### src/rtl/m68k_bus_arbiter_pkg.sv
// Shared definitions for the 68000 bus arbiter: state codes, default grant
// timeout and where the arbiter fields sit in the status word.
package m68k_bus_arbiter_pkg;

  typedef enum logic [2:0] {
    ARB_OWNED    = 3'd0,
    ARB_DRAIN    = 3'd1,
    ARB_GRANT    = 3'd2,
    ARB_RELEASED = 3'd3,
    ARB_REARM    = 3'd4
  } arb_state_e;

  localparam int ARB_GRANT_TIMEOUT_DEF = 16;

  localparam int STAT_ARB_STATE_LSB = 0;
  localparam int STAT_ARB_STATE_W   = 3;
  localparam int STAT_ARB_ERR_BIT   = 3;

endpackage

### src/rtl/m68k_bus_arbiter_sync_edge.sv
// N-stage synchroniser for an asynchronous level, with one-cycle rise/fall
// pulses and a flag that goes high once the first real sample is through.
module sync_edge #(
  parameter int   STAGES    = 2,
  parameter logic RESET_VAL = 1'b1
) (
  input  logic clk,
  input  logic rst_n,
  input  logic d_i,
  output logic q_o,
  output logic rise_o,
  output logic fall_o,
  output logic valid_o
);

  logic [STAGES-1:0] sync_q;
  logic [STAGES-1:0] valid_q;
  logic              prev_q;

  // NOTE: state is updated only with non-blocking assignments so every flop
  // samples the pre-edge value of its neighbour, which is what makes this a chain.
  always_ff @(posedge clk or negedge rst_n) begin
    if (!rst_n) begin
      sync_q  <= {STAGES{RESET_VAL}};
      valid_q <= '0;
      prev_q  <= RESET_VAL;
    end else begin
      sync_q  <= {sync_q[STAGES-2:0], d_i};
      valid_q <= {valid_q[STAGES-2:0], 1'b1};
      prev_q  <= sync_q[STAGES-1];
    end
  end

  assign q_o     = sync_q[STAGES-1];
  assign rise_o  = ~prev_q &  sync_q[STAGES-1];
  assign fall_o  =  prev_q & ~sync_q[STAGES-1];
  assign valid_o = valid_q[STAGES-1];

endmodule

### src/rtl/m68k_bus_arbiter.sv
// Hands the 68000 bus between the local cycle engine and external DMA masters
// via BR_n/BG_n/BGACK_n; all decisions are taken on sampled M68K_CLK falls.
module m68k_bus_arbiter
  import m68k_bus_arbiter_pkg::*;
#(
  parameter int SYNC_STAGES   = 2,
  parameter int GRANT_TIMEOUT = ARB_GRANT_TIMEOUT_DEF,
  parameter int CNT_W         = 8
) (
  input  logic       PI_CLK,
  input  logic       RESET_n,
  input  logic       M68K_CLK,
  input  logic       M68K_BR_n,
  input  logic       M68K_BGACK_n,
  input  logic       cyc_req,
  input  logic       cyc_active,
  output logic       cyc_go,
  output logic       M68K_BG_n,
  output logic       bus_oe_n,
  output logic [2:0] arb_state,
  output logic       arb_err
);

  logic m68k_fall, m68k_rise, m68k_s, sync_ok;
  logic br_n_s, br_rise, br_fall, br_valid;
  logic bgack_n_s, bgack_rise, bgack_fall, bgack_valid;

  sync_edge #(.STAGES(SYNC_STAGES), .RESET_VAL(1'b1)) u_clk_sync (
    .clk(PI_CLK), .rst_n(RESET_n), .d_i(M68K_CLK),
    .q_o(m68k_s), .rise_o(m68k_rise), .fall_o(m68k_fall), .valid_o(sync_ok)
  );

  sync_edge #(.STAGES(SYNC_STAGES), .RESET_VAL(1'b1)) u_br_sync (
    .clk(PI_CLK), .rst_n(RESET_n), .d_i(M68K_BR_n),
    .q_o(br_n_s), .rise_o(br_rise), .fall_o(br_fall), .valid_o(br_valid)
  );

  sync_edge #(.STAGES(SYNC_STAGES), .RESET_VAL(1'b1)) u_bgack_sync (
    .clk(PI_CLK), .rst_n(RESET_n), .d_i(M68K_BGACK_n),
    .q_o(bgack_n_s), .rise_o(bgack_rise), .fall_o(bgack_fall), .valid_o(bgack_valid)
  );

  logic unused_sync;
  assign unused_sync = ^{m68k_s, m68k_rise, br_rise, br_fall, br_valid,
                         bgack_rise, bgack_fall, bgack_valid};

  arb_state_e       state_q, state_d;
  logic [CNT_W-1:0] cnt_q, cnt_d;
  logic             bg_n_q, bg_n_d;
  logic             oe_n_q, oe_n_d;
  logic             err_q, err_d;

  // NOTE: every output of this block is given a default first so no path
  // through the case leaves one unassigned, which would infer a latch.
  always_comb begin
    state_d = state_q;
    cnt_d   = cnt_q;
    err_d   = err_q;
    bg_n_d  = bg_n_q;
    oe_n_d  = oe_n_q;
    cyc_go  = 1'b0;

    unique case (state_q)
      ARB_OWNED: begin
        cyc_go = cyc_req & br_n_s & sync_ok;
        if (m68k_fall && !br_n_s) state_d = cyc_active ? ARB_DRAIN : ARB_GRANT;
      end
      ARB_DRAIN: begin
        if (m68k_fall) begin
          if (!cyc_active)  state_d = ARB_GRANT;
          else if (br_n_s)  state_d = ARB_OWNED;
        end
      end
      ARB_GRANT: begin
        if (m68k_fall) begin
          if (cnt_q != '0) cnt_d = cnt_q - CNT_W'(1);
          if (!bgack_n_s) begin
            state_d = ARB_RELEASED;
          end else if (br_n_s) begin
            state_d = ARB_OWNED;
          end else if (cnt_q <= CNT_W'(1)) begin
            state_d = ARB_OWNED;
            err_d   = 1'b1;
          end
        end
      end
      ARB_RELEASED: begin
        if (m68k_fall && bgack_n_s) state_d = ARB_REARM;
      end
      ARB_REARM: begin
        if (m68k_fall) state_d = br_n_s ? ARB_OWNED : ARB_GRANT;
      end
      default: begin
        if (m68k_fall) state_d = ARB_OWNED;
      end
    endcase

    if (state_d == ARB_GRANT && state_q != ARB_GRANT) cnt_d = CNT_W'(GRANT_TIMEOUT);

    // BG_n stays low across the GRANT->RELEASED fall; it is negated one fall later.
    if (m68k_fall) begin
      bg_n_d = !((state_d == ARB_GRANT) ||
                 (state_q == ARB_GRANT && state_d == ARB_RELEASED));
      oe_n_d = (state_d == ARB_RELEASED) || (state_d == ARB_REARM);
    end
  end

  always_ff @(posedge PI_CLK or negedge RESET_n) begin
    if (!RESET_n) begin
      state_q <= ARB_OWNED;
      cnt_q   <= '0;
      bg_n_q  <= 1'b1;
      oe_n_q  <= 1'b0;
      err_q   <= 1'b0;
    end else begin
      state_q <= state_d;
      cnt_q   <= cnt_d;
      bg_n_q  <= bg_n_d;
      oe_n_q  <= oe_n_d;
      err_q   <= err_d;
    end
  end

  assign M68K_BG_n = bg_n_q;
  assign bus_oe_n  = oe_n_q;
  assign arb_state = state_q;
  assign arb_err   = err_q;

endmodule

### config.mk
export PLATFORM = sky130hd
export DESIGN_NAME = m68k_bus_arbiter
export DESIGN_NICKNAME = d
export VERILOG_FILES = /design/src/rtl/m68k_bus_arbiter_pkg.sv /design/src/rtl/m68k_bus_arbiter_sync_edge.sv /design/src/rtl/m68k_bus_arbiter.sv
export SDC_FILE = /design/constraint.sdc
export NUM_CORES = 1
export LEC_CHECK = 0
export CORE_ASPECT_RATIO = 0.7
export CORE_UTILIZATION = 62
export CTS_BUF_LIST = sky130_fd_sc_hd__clkbuf_2
export DETAILED_ROUTE_END_ITERATION = 10
export PLACE_DENSITY = 0.95
export SETUP_SLACK_MARGIN = 0.3
export SYNTH_ARGS = -nofsm -noshare
export SYNTH_HDL_FRONTEND = slang
export SYNTH_SLANG_ARGS = --single-unit
### constraint.sdc
create_clock -name PI_CLK -period 3.3 [get_ports PI_CLK]
set_clock_uncertainty 0.2 [all_clocks]
set_input_delay 0.66 -clock PI_CLK [delete_from_list [all_inputs] [get_ports PI_CLK]]
set_output_delay 0.66 -clock PI_CLK [all_outputs]
set_load 0.005 [all_outputs]
# Word level (Yosys, flattened, before mapping)
# Index checks and enable logic that the tools add are counted.
# classes
bitwise	5
mux	19
add_sub_neg	1
reduce_logical	15
eq_ne	8
order_cmp	1
# op_table
cell	count
two-way mux 3 bit	11
two-way mux 8 bit	4
one-hot mux 3 bit (5 select lines)	1
equality test 3 x 2 -> 1 bit (second input constant)	4
less-or-equal comparator 8 x 1 -> 1 bit (second input constant)	1
nonzero test 8 bit	1
subtractor 8 x 1 -> 8 bit (second input constant)	1
equality test 3 bit (second input constant)	2
nonzero test 2 bit	3
AND reduction 5 bit	1
logical AND 1 bit	4
two-way mux 2 bit	2
AND 1 bit	3
equality test 3 x 1 -> 1 bit (second input constant)	1
logical NOT 3 bit	1
inequality test 3 x 2 -> 1 bit (second input constant)	1
AND reduction 3 bit	1
logical NOT 1 bit	2
logical OR 1 bit	2
inverter 1 bit	2
two-way mux 1 bit	1
# totals
register_bits	23
in_bits	7
elab_cells	59
out_inout_bits	7

# Depth between registers and ports, before layout
# Gate-level depths: netlist (run 1).
# depth
word_depth	10
mapped_depth	6
depth_no_buf	6

# Hierarchy
# Synthesis (run 1) repeated with hierarchy kept, for this count alone.
# hier_totals
cells_unflattened	112
area_unflattened_um2	1335.0
# by_module_without_submodules
mod	n_inst	seq_area_each_um2	area_each_um2	cells_each
m68k_bus_arbiter	1	351.6	892.1	88
sync_edge	3	128.9	147.6	8

# Worst setup path before layout (run 1)
# Ideal clock, no wire load.
# synth_timing
kind	register to register
startpoint	register cnt_q[0]
endpoint	register cnt_q[4]
synth_period_minus_slack_ns	2.024
setup_time_ns	0.118
arrival_ns	1.706
t_required_ns	2.982
stages_incl_launch_ff	7
n_path_buf	0
setup_slack_ns	1.276
path_cell_list	dfrtp_1 inv_1 ha_1 or3b_2 o211a_4 a31o_2 a21o_1
# synth_between
elab_chain_len	10
word_cells_on_any_way	18
classes_between	add/sub (1); order compare (1); eq/ne (1); mux (9); reduce/logical (6)
# synth_rtl
element	line	rtl
start: declaration	m68k_bus_arbiter.sv:48	logic [CNT_W-1:0] cnt_q, cnt_d;
start signal: assignment	m68k_bus_arbiter.sv:117	cnt_q <= cnt_d;
less-or-equal comparator 8 x 1 -> 1 bit	m68k_bus_arbiter.sv:81	end else if (cnt_q <= CNT_W'(1)) begin
two-way mux 3 bit	m68k_bus_arbiter.sv:81	
two-way mux 3 bit	m68k_bus_arbiter.sv:79	end else if (br_n_s) begin
two-way mux 3 bit	m68k_bus_arbiter.sv:77	if (!bgack_n_s) begin
two-way mux 3 bit	m68k_bus_arbiter.sv:75	if (m68k_fall) begin
one-hot mux 3 bit (5 select lines)	m68k_bus_arbiter.sv:63	unique case (state_q)
equality test 3 x 2 -> 1 bit	m68k_bus_arbiter.sv:98	if (state_d == ARB_GRANT && state_q != ARB_GRANT) cnt_d = CNT_W'(GRANT_TIMEOUT);
logical AND 1 bit	m68k_bus_arbiter.sv:98	
nonzero test 2 bit (no source line)	n/a	
AND reduction 3 bit (no source line)	n/a	
# Several ways; a longest one is shown, not always the timed one. The select of a mux whose other input is x is not followed.
# A chain may end at the register's enable or synchronous reset.

# Final worst setup path (run 1)
# layout_timing
startpoint	register state_q[0] (netlist: arb_state[0])
endpoint	output cyc_go
# layout_between
elab_chain_len	2
# layout_rtl
element	line	rtl
start: declaration	m68k_bus_arbiter.sv:47	arb_state_e state_q, state_d;
start signal: assignment	m68k_bus_arbiter.sv:116	state_q <= state_d;
logical NOT 3 bit	m68k_bus_arbiter.sv:63	
two-way mux 1 bit	m68k_bus_arbiter.sv:63	
end: declaration	m68k_bus_arbiter.sv:17	output logic cyc_go,
# No other way between the ends.

==> results of run 1 <==
state kept, by name, indices dropped and copies added (netlist names):
register             cells
cnt_q                    8
arb_state                3
u_bgack_sync.sync_q      2
u_br_sync.sync_q         2
u_clk_sync.sync_q        2
u_clk_sync.valid_q       2
M68K_BG_n                1
arb_err                  1
bus_oe_n                 1
u_clk_sync.prev_q        1
report_power, final:
part           switching (W)  leakage [nW]  internal, W
logic               0.000209         0.288     0.000205
clock network      0.0000868        0.0126    0.0000282
registers           0.000111         0.274     0.000357
total               0.000407         0.575     0.000591
routing by layer:
metal / global-route usage, % / up-vias / wire [um]
li1: - / 474 / -
met5: 0 / - / 0
met3: 8.25 / 5 / 182
met4: 9.38 / 0 / 36
met1: 33.3 / 498 / 1180
met2: 44.9 / 41 / 1220
synth_stat cells (2+ instances only):
| cell | n | area (um2) |
|---|---|---|
| a21oi_1 | 8 | 40.0 |
| dfrtp_1 | 15 | 375 |
| nand3b_1 | 2 | 15.0 |
| or3_2 | 2 | 15.0 |
| nand2b_1 | 4 | 25.0 |
| o21ai_0 | 3 | 15.0 |
| nand3_1 | 2 | 10.0 |
| a22oi_1 | 2 | 15.0 |
| inv_1 | 6 | 22.5 |
| ha_1 | 3 | 37.5 |
| dfstp_2 | 8 | 210 |
| a211oi_1 | 3 | 22.5 |
| o31ai_1 | 5 | 37.5 |
| buf_4 | 2 | 15.0 |
| nand2_1 | 5 | 18.8 |
| or4_1 | 3 | 22.5 |
| a21o_1 | 3 | 22.5 |
| nor4_1 | 2 | 12.5 |
| nand4_1 | 2 | 12.5 |
| nor3_1 | 2 | 10.0 |
| nor2b_1 | 2 | 12.5 |
| nor2_1 | 7 | 26.3 |
cells by family (layout without fill, tap and decap cells):
kind of cell | after synthesis | count (layout) | synth area share, %
xor gates and xnor gates | 1 | 1 | 0.702
other | 1 | 1 | 0.300
adders and majority gates | 3 | 3 | 3.01
muxes | 1 | 1 | 0.802
and+or+nand+nor | 41 | 41 | 22.1
DFF | 23 | 23 | 46.9
buffers and inverters | 9 | 24 | 3.41
AOI/OAI and AO/OA | 38 | 38 | 22.7
cell usage in the layout, fill, tap and decap left out, types with 2 or more instances in the layout:
| cell type | Yosys | routed |
|---|---|---|
| dfstp_2 | 8 | 8 |
| or4_1 | 3 | 3 |
| ha_1 | 3 | 3 |
| a21oi_1 | 8 | 8 |
| clkbuf_2 | 0 | 3 |
| a211oi_1 | 3 | 3 |
| nand4_1 | 2 | 2 |
| nor4_1 | 2 | 2 |
| o31ai_1 | 5 | 5 |
| nor2b_1 | 2 | 2 |
| inv_1 | 6 | 6 |
| a22oi_1 | 2 | 2 |
| nor3_1 | 2 | 2 |
| o21ai_0 | 3 | 3 |
| a21o_1 | 3 | 3 |
| dfrtp_1 | 15 | 15 |
| nand2_1 | 5 | 5 |
| nand3b_1 | 2 | 2 |
| or3_2 | 2 | 2 |
| nand3_1 | 2 | 2 |
| clkdlybuf4s50_1 | 0 | 13 |
| nor2_1 | 7 | 7 |
| nand2b_1 | 4 | 4 |
area by class of cell:
| type | instances | area (um2) | share of cell area [%] |
|---|---|---|---|
| inverters | 6 | 22.5 | 1.59 |
| clock inverters | 1 | 7.51 | 0.530 |
| multi-input cells | 85 | 621 | 43.8 |
| flip-flops and latches | 23 | 586 | 41.3 |
| clock buffers | 3 | 15.0 | 1.06 |
| well taps | 22 | 27.5 | 1.94 |
| repair buffers | 14 | 138 | 9.72 |
final timing paths:
check                                              start                            end  slack (ns)
max                               arb_state[0]$_DFF_PN0_                         cyc_go        0.47
min                        u_br_sync.sync_q[0]$_DFF_PN1_  u_br_sync.sync_q[1]$_DFF_PN1_        0.17
max reg2reg                       arb_state[1]$_DFF_PN0_           cnt_q[5]$_DFFE_PN0P_        0.98
min reg2reg                u_br_sync.sync_q[0]$_DFF_PN1_  u_br_sync.sync_q[1]$_DFF_PN1_        0.17
max in group asynchronous                        RESET_n  u_br_sync.sync_q[0]$_DFF_PN1_        1.62
min in group asynchronous                        RESET_n         arb_state[0]$_DFF_PN0_        0.59
through the flow:
stage | cells | util (%) | area (um2)
after floorplan | 117 | - | 1250
after detailed placement | 150 | 74.5 | 1390
after global placement | 150 | 74.5 | 1390
after global routing | 154 | 75.7 | 1420
final | 154 | 75.7 | 1420
after CTS | 154 | 75.7 | 1420
worst max-delay path: stages (launching register included):
cell	delay (ns)
dfrtp_1	0.57
nand2b_1	0.26
nor4_1	0.24
clkdlybuf4s50_1	0.55
==> reports/metrics.yaml, run 1 <==
floorplan:
  die_w_um: 55.6
  pin_count: 14
  start_util_pct: 66.8
  die_y_um: 39.5
  rows: 13
  core_um2: 1870
  die-area_um2: 2200
synth:
  async_flop_share_pct: 100
  synth_cells: 117
  ys_ff_latch: 23
  synth_cell_types: 48
  synth_edf_count: 0
  yosysWarnings: 0
  postSynthAreaPerCell_um2: 10.7
  synth-seq-area-share_pct: 46.9
  synth_flop_cell: "dfrtp_1"
  syn_nets: 127
  syn_area_um2: 1250
sta:
  holdWs_ns: 0.172
  fin_crit_sh_pct: 85.8
  worst_pin_slew_ns: 0.924
  setup_viol: 0
  relSlewSlack_pct: 38.2
  period_needed_ns: 2.83
  hold_violations: 0
  rsz0062_at_grt: "no"
  fmax_mhz: 353
  finalMaxSlewViolations: 0
  fin_tns_setup_ns: 0
  setup_ws_ns: 0.470
drt:
  drtAntennaViolNets: 0
  dr_total_vias: 1018
  wl_per_cell_um: 17.0
  firstDrtPassIters: 4
  wirelength_um: 2620
  drc: 0
  viasPerCell: 6.61
  drtIter0Drc: 57
critical_path:
  crit_type: "register to output pin"
  startpoint_type: "register"
  cp.required_ns: 2.44
  crit_path_max_fanout: 13
  ff2ff_path_depth: 4
  cp.arrival_ns: 1.97
  cp-end-kind: "output pin"
clock_tree:
  cts_made_buffers: 3
  clock_sinks: 23
  cts_hold_buf: 0
  cts_tree: "yes"
  clock_latency_ns: 0.35
  clkTransAtPathRegs_ns: 0.22
  post_cts_buffers: 0
  clockBufferDepth: 2
  post_cts_resize_count: 0
  root_buffer: "clkbuf_2"
  h-tree-depth: 1
placement:
  gp_congestion: 0.880
  portBuffers: 13
  post-dp-hpwl_um: 1920
  pre_cts_slack_ns: 0.556
final_layout:
  syn_to_final_growth_pct: 13.4
  drive_above_1_share_pct: 18.9
  diodes: 0
  fillers: 140
  layout.nets: 143
grt:
  gr-total-overflow: 0
  grt_antenna_before_repair: 0
  grt_pass1_wl_um: 4200
  grt_pass1_vias: 935
  grt_usage_pct: 26.6
  grt_max_degree: 23
outcome:
  run_status: "finished clean"
power_and_ir_drop:
  p_leak_nw: 0.575
  ir_drop_mv: 0.590
  finalPower_w: 0.000997
  power.density_nw_per_um2: 704
flow_run:
  maxCapViolations: 0
min_path:
  hp-class: "register to register"
  min_path_cells: 0
Power figures use the tool's default switching activity.
==> run 2, diff against run 1 <==
ABC_AREA = 1   (was unset)
CORE_UTILIZATION = 61   (was 62)
SLEW_MARGIN = 20   (was unset)
==> run 2 against run 1 <==
Compared with the run above: combinational power rose by 38%; non-clock buffer count did not move; die area fell by 1.5%; critical path depth rose by 1; cell area fell by 1.4%; clock power barely moved; register-to-register slack improved by 0.42 ns; fmax rose by 4.5%; power rose by 11%; largest cell class is now flip-flops and latches.
==> reports/metrics.yaml, run 2 <==
clock_tree:
  cts_made_buffers: 3
  post_cts_resize_count: 0
  post_cts_buffers: 0
  clockBufferDepth: 2
  clkTransAtPathRegs_ns: 0.22
  root_buffer: "clkbuf_2"
  clock_sinks: 23
  cts_hold_buf: 0
  clock_latency_ns: 0.34
  cts_tree: "yes"
  h-tree-depth: 1
synth:
  yosysTopAreaCell: "dfrtp_1"
  async_flop_share_pct: 100
  syn_nets: 148
  synth-adder-area-share_pct: 3.11
  synth-simple-area-share_pct: 26.6
  synth-seq-area-share_pct: 48.4
  synth_top_family_by_area: "simple AND/OR/NAND/NOR gates"
  syn_area_um2: 1210
  yosysWarnings: 0
  synthTopCellsByCount: "nand2_1, nor2_1, dfrtp_1, inv_1, a21oi_1"
  yosysTopAreaCellShare_pct: 31.1
  synth-xor-area-share_pct: 4.35
  synth_flop_cell: "dfrtp_1"
  synth_area_leaders: "dfrtp_1, dfstp_2, nand2_1"
  synth_cells: 138
  muxShareOfSynthArea_pct: 0
  synth_compound_area_share_pct: 11.3
  synth_edf_count: 0
  synth_cell_types: 30
  postSynthAreaPerCell_um2: 8.76
  ys_ff_latch: 23
final_layout:
  diodes: 0
  syn_to_final_growth_pct: 15.5
  fillers: 136
  layout_common_cells: "nand2_1, nor2_1, inv_1, dfrtp_1, clkdlybuf4s50_1"
  drive_above_1_share_pct: 18.6
  layout.nets: 167
  top_register: "cnt_q"
  largest_reg_flops: 8
drt:
  drtIter0Drc: 34
  drc: 0
  dr_total_vias: 981
  drtAntennaViolNets: 0
  wirelength_um: 2300
  wl_per_cell_um: 12.9
  viasPerCell: 5.51
  firstDrtPassIters: 4
sta:
  fin_crit_sh_pct: 82.1
  hold_violations: 0
  setup_ws_ns: 0.591
  period_needed_ns: 2.71
  setup_viol: 0
  relSlewSlack_pct: 37.9
  worst_pin_slew_ns: 0.929
  rsz0062_at_grt: "no"
  finalMaxSlewViolations: 0
  fmax_mhz: 369
  fin_tns_setup_ns: 0
grt:
  grt_max_degree: 23
  grt_pass1_vias: 846
  grt_usage_pct: 23.7
  grt_antenna_before_repair: 0
  grt_pass1_wl_um: 3700
  gr-total-overflow: 0
critical_path:
  path_cells: "inv_2, nand2_1, nor3_1, clkdlybuf4s50_1"
  cpPeakStageDelay_ns: 0.52
  cpLargestDelayFamily: "buffers and inverters"
  cp.required_ns: 2.44
  crit_buf_inv: 2
  startpoint_type: "register"
  cp.arrival_ns: 1.85
  cpMaxStageDelayCell: "clkdlybuf4s50_1"
  cp-end-kind: "output pin"
  crit_type: "register to output pin"
  crit_path_max_fanout: 10
power_and_ir_drop:
  ir_drop_mv: 0.554
  combinationalPowerShare_pct: 51.4
  pwr-share-clk_pct: 10.3
  power.density_nw_per_um2: 795
  p_int_w: 0.000614
  p_seq_share_pct: 38.4
  p_sw_w: 0.000496
  power.switching_fraction_pct: 44.7
  p_leak_nw: 0.651
floorplan:
  core_um2: 1850
  die_y_um: 39.2
  start_util_pct: 65.2
  pin_count: 14
  die-area_um2: 2170
  die_w_um: 55.2
  rows: 13
placement:
  gp_congestion: 0.917
  pre_cts_slack_ns: 0.607
  portBuffers: 13
  post-dp-hpwl_um: 1730
outcome:
  run_status: "finished clean"
flow_run:
  maxCapViolations: 0
min_path:
  hp-class: "register to register"
==> run 2: cell count changes after synthesis, moves of 3 or more <==
| cell | previous run | this run |
|---|---|---|
| a211oi_1 | 3 | 0 |
| a21o_1 | 3 | 0 |
| inv_1 | 6 | 15 |
| inv_2 | 0 | 4 |
| nand2_1 | 5 | 21 |
| nand2b_1 | 4 | 0 |
| nand3_1 | 2 | 9 |
| nor2_1 | 7 | 21 |
| o31ai_1 | 5 | 0 |
| or4_1 | 3 | 0 |
| xor2_1 | 0 | 6 |
==> run 2: layout make-up <==
cell class / instances / area [um2] / area share [%]
Sequential cell: 23 / 586 / 41.9
Multi-Input combinational cell: 96 / 552 / 39.5
Timing Repair Buffer: 14 / 138 / 9.86
Inverter: 19 / 71.3 / 5.11
Tap cell: 22 / 27.5 / 1.97
Clock buffer: 3 / 15.0 / 1.08
Clock inverter: 1 / 7.51 / 0.538
==> run 2: final timing paths <==
path | startpoint | to | slack [ns] | depth (start not counted)
setup / recovery | arb_state[1]$_DFF_PN0_ | cyc_go | 0.59 | 4
min in group asynchronous | RESET_n | cnt_q[2]$_DFFE_PN0P_ | 0.59 | 1
hold / removal | u_clk_sync.sync_q[0]$_DFF_PN1_ | u_clk_sync.sync_q[1]$_DFF_PN1_ | 0.17 | 0
hold reg to reg | u_clk_sync.sync_q[0]$_DFF_PN1_ | u_clk_sync.sync_q[1]$_DFF_PN1_ | 0.17 | 0
setup reg to reg | u_clk_sync.prev_q$_DFF_PN1_ | cnt_q[1]$_DFFE_PN0P_ | 1.40 | 8
max in group asynchronous | RESET_n | u_bgack_sync.sync_q[0]$_DFF_PN1_ | 1.62 | 2
==> run 2: kinds of logic after synthesis <==
family	after synthesis
flops	23
compound gates	22
simple gates	64
xor+xnor	6
fa+ha+maj	3
other cells	1
buf+inv	19
==> run 2: per-layer routing <==
layer  vias to the layer above  part of all wire [%]  GRT usage [%]
met2                        45                    47           38.9
met4                         0                     0           7.50
li1                        484                     -              -
met5                         -                     0              0
met3                         0                   8.9           9.36
met1                       452                    44           29.2
==> run 2: power groups by stage <==
stage	combinational [W]	sequential, W	clock (W)
floorplan	0.000403	0.000419	0
global placement	0.000543	0.000424	0
detailed placement	0.000566	0.000430	0
CTS	0.000567	0.000425	0.000122
global route	0.000636	0.000434	0.000132
finish	0.000570	0.000426	0.000114
==> run 2: stage by stage <==
step	instance area (um2)	std cells	utilization, %	hold WS, ns	total power, W
after global placement	1370	174	74.1	0.133	0.000967
after floorplan	1210	138	-	0.131	0.000823
after detailed placement	1370	174	74.1	0.147	0.000996
after global routing	1400	178	75.3	0.179	0.00120
final	1400	178	75.3	0.171	0.00111
after CTS	1400	178	75.3	0.174	0.00111
